## src/rtl/vga_layer_arbiter.sv

```systemverilog
// vga_layer_arbiter
// Purpose: picks which of NUM_LAYERS renderers drives the shared rrrgggbb
// colour output on each pixel. The pick uses a programmable priority, per-layer
// enable and per-layer blink. Configuration goes into shadow registers and is
// copied to the active set on frame_tick, so a frame never shows a mix of old
// and new settings.
//
// Ports:
//   clk, reset            system clock, synchronous active-high reset
//   frame_tick            one-clock pulse at start of vertical blanking (commit + blink step)
//   video_on, hsync_in, vsync_in   timing from vga_sync
//   layer_req[i]          layer i owns the current pixel
//   layer_rgb             layer i colour at [i*COLOR_W +: COLOR_W]
//   cfg_*                 configuration write port (see handshake note below)
//   rgb, hsync, vsync     colour and syncs, 2 clocks after the inputs
//   win_layer, collision  winning layer index / multiple-visible flag, aligned with rgb
//
// Handshake: a config write transfers on a clk edge where cfg_valid && cfg_ready.
// cfg_ready is low only on the frame_tick cycle so a write can never race the
// shadow->active commit; the writer holds cfg_valid and its payload until a
// transfer happens.
module vga_layer_arbiter #(
  parameter int NUM_LAYERS   = 4,
  parameter int COLOR_W      = 8,
  parameter int BLINK_FRAMES = 30
) (
  input  logic                          clk,
  input  logic                          reset,
  input  logic                          frame_tick,
  input  logic                          video_on,
  input  logic                          hsync_in,
  input  logic                          vsync_in,
  input  logic [NUM_LAYERS-1:0]         layer_req,
  input  logic [NUM_LAYERS*COLOR_W-1:0] layer_rgb,
  input  logic                          cfg_valid,
  output logic                          cfg_ready,
  input  logic [1:0]                    cfg_layer,
  input  logic                          cfg_enable,
  input  logic                          cfg_blink,
  input  logic [1:0]                    cfg_prio,
  input  logic                          cfg_bg_we,
  input  logic [COLOR_W-1:0]            cfg_bg_rgb,
  output logic [COLOR_W-1:0]            rgb,
  output logic                          hsync,
  output logic                          vsync,
  output logic [1:0]                    win_layer,
  output logic                          collision
);

  localparam int LW    = 2;
  localparam int CNT_W = $clog2(NUM_LAYERS + 1);
  localparam logic [7:0] BLINK_LAST = 8'(BLINK_FRAMES - 1);

  // Shadow (written by cfg port) and active (used for drawing) configuration
  logic                sh_en    [NUM_LAYERS];
  logic                sh_blink [NUM_LAYERS];
  logic [LW-1:0]       sh_prio  [NUM_LAYERS];
  logic [COLOR_W-1:0]  sh_bg;
  logic                act_en    [NUM_LAYERS];
  logic                act_blink [NUM_LAYERS];
  logic [LW-1:0]       act_prio  [NUM_LAYERS];
  logic [COLOR_W-1:0]  act_bg;

  logic [7:0]          blink_cnt;
  logic                blink_phase;

  // Stage 1 registers
  logic [NUM_LAYERS-1:0]         s1_vis;
  logic [NUM_LAYERS*COLOR_W-1:0] s1_rgb;
  logic                          s1_video;
  logic                          s1_hs;
  logic                          s1_vs;

  logic [NUM_LAYERS-1:0] vis;
  logic                  cfg_fire;

  assign cfg_ready = !frame_tick;
  assign cfg_fire  = cfg_valid && cfg_ready;

  // Configuration: shadow writes and frame-boundary commit
  always_ff @(posedge clk) begin
    if (reset) begin
      for (int i = 0; i < NUM_LAYERS; i++) begin
        sh_en[i]     <= 1'b1;
        sh_blink[i]  <= 1'b0;
        sh_prio[i]   <= LW'(i);
        act_en[i]    <= 1'b1;
        act_blink[i] <= 1'b0;
        act_prio[i]  <= LW'(i);
      end
      sh_bg  <= '0;
      act_bg <= '0;
    end else begin
      if (cfg_fire) begin
        if (cfg_bg_we) begin
          sh_bg <= cfg_bg_rgb;
        end else begin
          sh_en[cfg_layer]    <= cfg_enable;
          sh_blink[cfg_layer] <= cfg_blink;
          sh_prio[cfg_layer]  <= cfg_prio;
        end
      end
      // cfg_fire is never true here, so the copy sees a settled shadow set
      if (frame_tick) begin
        for (int i = 0; i < NUM_LAYERS; i++) begin
          act_en[i]    <= sh_en[i];
          act_blink[i] <= sh_blink[i];
          act_prio[i]  <= sh_prio[i];
        end
        act_bg <= sh_bg;
      end
    end
  end

  // Blink timer: phase flips every BLINK_FRAMES frame ticks
  always_ff @(posedge clk) begin
    if (reset) begin
      blink_cnt   <= '0;
      blink_phase <= 1'b0;
    end else if (frame_tick) begin
      if (blink_cnt == BLINK_LAST) begin
        blink_cnt   <= '0;
        blink_phase <= !blink_phase;
      end else begin
        blink_cnt <= blink_cnt + 8'd1;
      end
    end
  end

  // Visible mask: blinking layers vanish while the phase is high
  always_comb begin
    vis = '0;
    for (int i = 0; i < NUM_LAYERS; i++) begin
      vis[i] = layer_req[i] && act_en[i] && !(act_blink[i] && blink_phase);
    end
  end

  always_ff @(posedge clk) begin
    if (reset) begin
      s1_vis   <= '0;
      s1_rgb   <= '0;
      s1_video <= 1'b0;
      s1_hs    <= 1'b0;
      s1_vs    <= 1'b0;
    end else begin
      s1_vis   <= vis;
      s1_rgb   <= layer_rgb;
      s1_video <= video_on;
      s1_hs    <= hsync_in;
      s1_vs    <= vsync_in;
    end
  end

  // Stage 2 select: strict '>' scanning upward keeps the lowest index on ties
  logic                found;
  logic [LW-1:0]       best_prio;
  logic [LW-1:0]       win_idx;
  logic [COLOR_W-1:0]  win_rgb;
  logic [CNT_W-1:0]    vis_cnt;

  always_comb begin
    found     = 1'b0;
    best_prio = '0;
    win_idx   = '0;
    win_rgb   = act_bg;
    vis_cnt   = '0;
    for (int i = 0; i < NUM_LAYERS; i++) begin
      if (s1_vis[i]) begin
        vis_cnt = vis_cnt + CNT_W'(1);
        if (!found || (act_prio[i] > best_prio)) begin
          found     = 1'b1;
          best_prio = act_prio[i];
          win_idx   = LW'(i);
          win_rgb   = s1_rgb[i*COLOR_W +: COLOR_W];
        end
      end
    end
  end

  always_ff @(posedge clk) begin
    if (reset) begin
      rgb       <= '0;
      win_layer <= '0;
      collision <= 1'b0;
      hsync     <= 1'b0;
      vsync     <= 1'b0;
    end else begin
      hsync <= s1_hs;
      vsync <= s1_vs;
      if (!s1_video) begin
        rgb       <= '0;
        win_layer <= '0;
        collision <= 1'b0;
      end else begin
        rgb       <= win_rgb;
        win_layer <= win_idx;
        collision <= (vis_cnt >= CNT_W'(2));
      end
    end
  end

endmodule

```

## config.mk

```make
export PLATFORM = sky130hd
export DESIGN_NAME = vga_layer_arbiter
export DESIGN_NICKNAME = d
export VERILOG_FILES = /design/src/rtl/vga_layer_arbiter.sv
export SDC_FILE = /design/constraint.sdc
export NUM_CORES = 1
export LEC_CHECK = 0
export ABC_CLOCK_PERIOD_IN_PS = 4300
export BUFFER_PORTS_ARGS = -buffer_cell sky130_fd_sc_hd__clkbuf_2
export CAP_MARGIN = 20
export CORE_MARGIN = 2
export CORE_UTILIZATION = 56
export DETAILED_ROUTE_END_ITERATION = 6
export MAX_ROUTING_LAYER = met4
export PLACE_DENSITY = 0.79
export SLEW_MARGIN = 10
export SYNTH_ARGS = -nofsm -noshare
export SYNTH_HDL_FRONTEND = slang
export SYNTH_SLANG_ARGS = --single-unit
export TNS_END_PERCENT = 100
```

## constraint.sdc

```tcl
create_clock -name clk -period 4.3 [get_ports clk]
set_input_delay 0.43 -clock clk [delete_from_list [all_inputs] [get_ports clk]]
set_output_delay 0.43 -clock clk [all_outputs]
set_load 0.02 [all_outputs]
```

==> results.py <==
metrics = {
    "timing": {
        "post-route-period-util": 0.9292,
        "final_max_slew_viol_count": 0,
        "totalNegativeSetupSlack_ns": 0,
        "grt_setup_unrepaired": "no",
        "final.setup_skew_ns": 0.008153,
        "min_clock_period_post_route_ns": 3.996,
        "tightest_slew_ns": 1.040,
        "report.final.setup_viol": 0,
        "timing.fmax_mhz": 250.3,
        "finalHoldViolCount": 0,
        "slew_headroom": 0.3068,
    },
    "place": {
        "dpl_cells": 551,
        "routabilityCongestion": 0.8217,
        "io_buffer_count": 71,
        "place.detailed.hpwl_mm": 5.669,
    },
    "worst_setup_path": {
        "startpoint_class": "flop",
        "worst-setup-path-type": "reg -> reg",
        "rrSetupSlack_ns": 0.30,
        "timing.critical_path.fanout_max": 18,
        "ff2ff_path_depth": 19,
        "critical_path.reg2reg.startpoint": "s1_vis[0]",
        "required_ns": 4.56,
        "worstSetupStartpoint": "s1_vis[0]",
        "crit-reg2reg-capture": "rgb[0]",
        "timing.critical_path.to": "rgb[0]",
        "crit_arrival_ns": 4.25,
        "critPathCaptureType": "flop",
    },
    "power_and_ir_drop": {
        "leakagePower_nw": 2.119,
        "power_per_cell_area_nw_per_um2": 378.4,
        "worst_ir_drop_vdd_uv": 265.0,
    },
    "global_route": {
        "grt_start_max_net_pins": 53,
        "antenna_found_initial": 0,
        "via_count_of_the_first_global_routing_pass": 2712,
        "grt_ovf": 0,
        "gr-usage-all-layers": 0.1955,
        "grt_pass1_wl_mm": 12.78,
    },
    "run": {
        "max-cap-violations": 0,
    },
    "cts": {
        "clock_sinks": 109,
        "cts.repair.resized": 0,
        "htreeDepth": 3,
        "total_cts_buffers": 9,
        "cts_root_buffer": "clkbuf_8",
        "tritoncts": "yes",
        "cts.hold.buffers_added": 0,
        "post-cts-setup-buffer-count": 0,
        "clk_latency_ns": 0.36,
        "ctsLongestPathBuffers": 2,
        "clkTransAtPathRegs_ns": 0.10,
    },
    "route": {
        "final_antenna_net_count": 0,
        "finalWirelength_mm": 7.651,
        "first_pass_iters": 4,
        "via_count": 2916,
        "avgRoutedWirePerCell_um": 13.42,
        "detail_route.iter0.violations": 166,
        "drc": 0,
        "vias_per_cell": 5.116,
    },
    "synthesis": {
        "synth_cells": 391,
        "yosys_warnings": 0,
        "synth_async_sr_flop_share": 0,
        "syn_area_sq_um": 4357,
        "synth.ff_latch_count": 109,
        "synth-edff-count": 26,
        "synth.yosys.seq_area_share": 0.5606,
        "synth_top_flop_cell": "dfxtp_1",
        "synth_nets": 460,
        "netlist-cell-type-count": 52,
        "postSynthAreaPerCell_sq_um": 11.14,
    },
    "floorplan": {
        "std_cell_rows": 32,
        "floorplan.die.height_um": 92.21,
        "start_util": 0.5697,
        "fp.dieW_um": 92.21,
        "fp.dieArea_sq_um": 8502,
        "core_area_sq_um": 7647,
        "floorplan.io_pins": 72,
    },
    "finish": {
        "area_added_between_synthesis_and_finish_pct": 14.53,
        "fin_cells": 570,
        "post_route_cells_drive_above_1_share": 0.2436,
        "num_antenna_cells": 0,
        "finalNetCount": 532,
    },
    "outcome": {
        "run_status": "finished, final reports clean",
    },
    "min_path": {
        "worstHoldPathType": "in -> reg",
    },
}
## critical path, stage by stage (launching register included)
cell	delay, ns
dfxtp_1	0.46
nand2_1	0.10
ha_1	0.30
nor2b_4	0.14
o211ai_4	0.28
and2_4	0.21
a32oi_1	0.08
ha_1	0.34
nor2b_4	0.15
a2bb2oi_2	0.22
o21ai_4	0.10
buf_4	0.16
a21o_1	0.17
ha_1	0.28
nor2b_1	0.13
a2bb2oi_1	0.13
o21ai_2	0.10
buf_4	0.23
nor2_1	0.06
a311oi_1	0.26
## Yosys cell counts, types with 2 or more instances
library cell   n  area share
nand2_1       22       0.019
and2_1        12       0.017
o211ai_1       8       0.014
xnor2_1        3      0.0060
nor4_1         2      0.0029
dfxtp_1       83        0.38
nand2b_1       8       0.011
a2bb2oi_1      9       0.018
or2_2          2      0.0029
ha_1          11       0.032
buf_2          4      0.0046
nand4_1        2      0.0029
buf_6          2      0.0052
edfxtp_1      26        0.18
xor2_1         6       0.012
clkbuf_1       8      0.0069
a211oi_1       5      0.0086
a211o_1        3      0.0060
inv_1          9      0.0078
nor2b_1       42       0.060
o21ai_0        3      0.0034
or3_1          5      0.0072
nand3_1        7      0.0080
a311oi_1       4      0.0080
buf_4          2      0.0034
mux2i_1       25       0.057
nor2_1        46       0.040
a21oi_1        4      0.0046
a311oi_2       4       0.014
nor2b_4        2      0.0063
## sequential cells by signal, indices dropped and copies added (netlist names), 2 cells and up
name       cells
act_bg         8
act_blink      4
act_en         4
act_prio       8
blink_cnt      8
rgb            8
s1_rgb        32
s1_vis         4
sh_bg          8
sh_blink       4
sh_en          4
sh_prio        8
win_layer      2
## how the worst min path moves through the flow
stage	startpoint	to	slack [ns]	cells past startpoint
2_1_floorplan	act_blink[0]	s1_vis[0]	0.41	1
3_3_place_gp	s1_vs	vsync	0.42	1
3_5_place_dp	act_blink[0]	s1_vis[0]	0.42	1
4_1_cts	layer_rgb[19]	s1_rgb[19]	0.25	2
5_1_grt	layer_rgb[20]	s1_rgb[20]	0.26	2
6_report	layer_rgb[19]	s1_rgb[19]	0.27	2
## cells in the final DEF, fill, tap and decap left out, drive strengths merged, types with 2 or more instances in the layout
master and n:
dfxtp 83, clkbuf 81, nor2 46, nor2b 44
edfxtp 26, mux2i 25, nand2 22, and2 13
inv 13, ha 11, a2bb2oi 10, nand2b 9
o211ai 9, nand3 8, a311oi 8, xor2 6
buf 6, a211oi 5, or3 5, o21ai 5
a21oi 4, clkinv 4, a211o 3, xnor2 3
nor4 3, or2 2, nand4 2
## logic make-up (layout without fill, tap and decap cells)
kind of cell               after synthesis  in the layout  share of synthesized area
muxes                                   26             26                    0.06088
xor gates and xnor gates                 9              9                    0.01809
adders and majority gates               11             11                    0.03159
buffers and inverters                   27            104                    0.02958
DFF                                    109            109                     0.5606
AOI/OAI and AO/OA                       50             50                     0.1022
and+or+nand+nor                        159            159                     0.1970
## power breakdown
group | total (mW) | switching [mW] | internal [mW]
Sequential | 1.11 | 0.0196 | 1.09
Combinational | 0.193 | 0.103 | 0.0898
Clock | 0.581 | 0.332 | 0.249
## stage by stage
step,worst slack (ns),cell area (sq um),hold WS [ns],power (mW),utilization
after floorplan,0.6598,4357,0.4073,1.267,-
after global placement,0.4963,4775,0.4163,1.320,0.6243
after detailed placement,0.2671,4775,0.4205,1.328,0.6243
after CTS,0.2173,4967,0.2543,1.904,0.6495
after global routing,0.007831,4990,0.2567,1.967,0.6525
final,0.3042,4990,0.2697,1.888,0.6525
## final cells by class
class                           count  area (sq um)
Multi-Input combinational cell    255          1785
Fill cell                         606          2658
Tap cell                          102         127.6
Clock buffer                       10         148.9
Inverter                           11         41.29
Clock inverter                      6         43.79
Timing Repair Buffer               77         400.4
Sequential cell                   109          2442
## per-layer routing
metal | part of all wire | routed length [um] | track usage | vias up
met4 | 0.011 | 87 | 0.04104 | 0
met3 | 0.040 | 307 | 0.05341 | 8
li1 | - | - | - | 1501
met1 | 0.47 | 3609 | 0.2540 | 1347
met5 | 0 | 0 | - | -
met2 | 0.48 | 3647 | 0.3107 | 60
(Power assumes the default switching activity.)
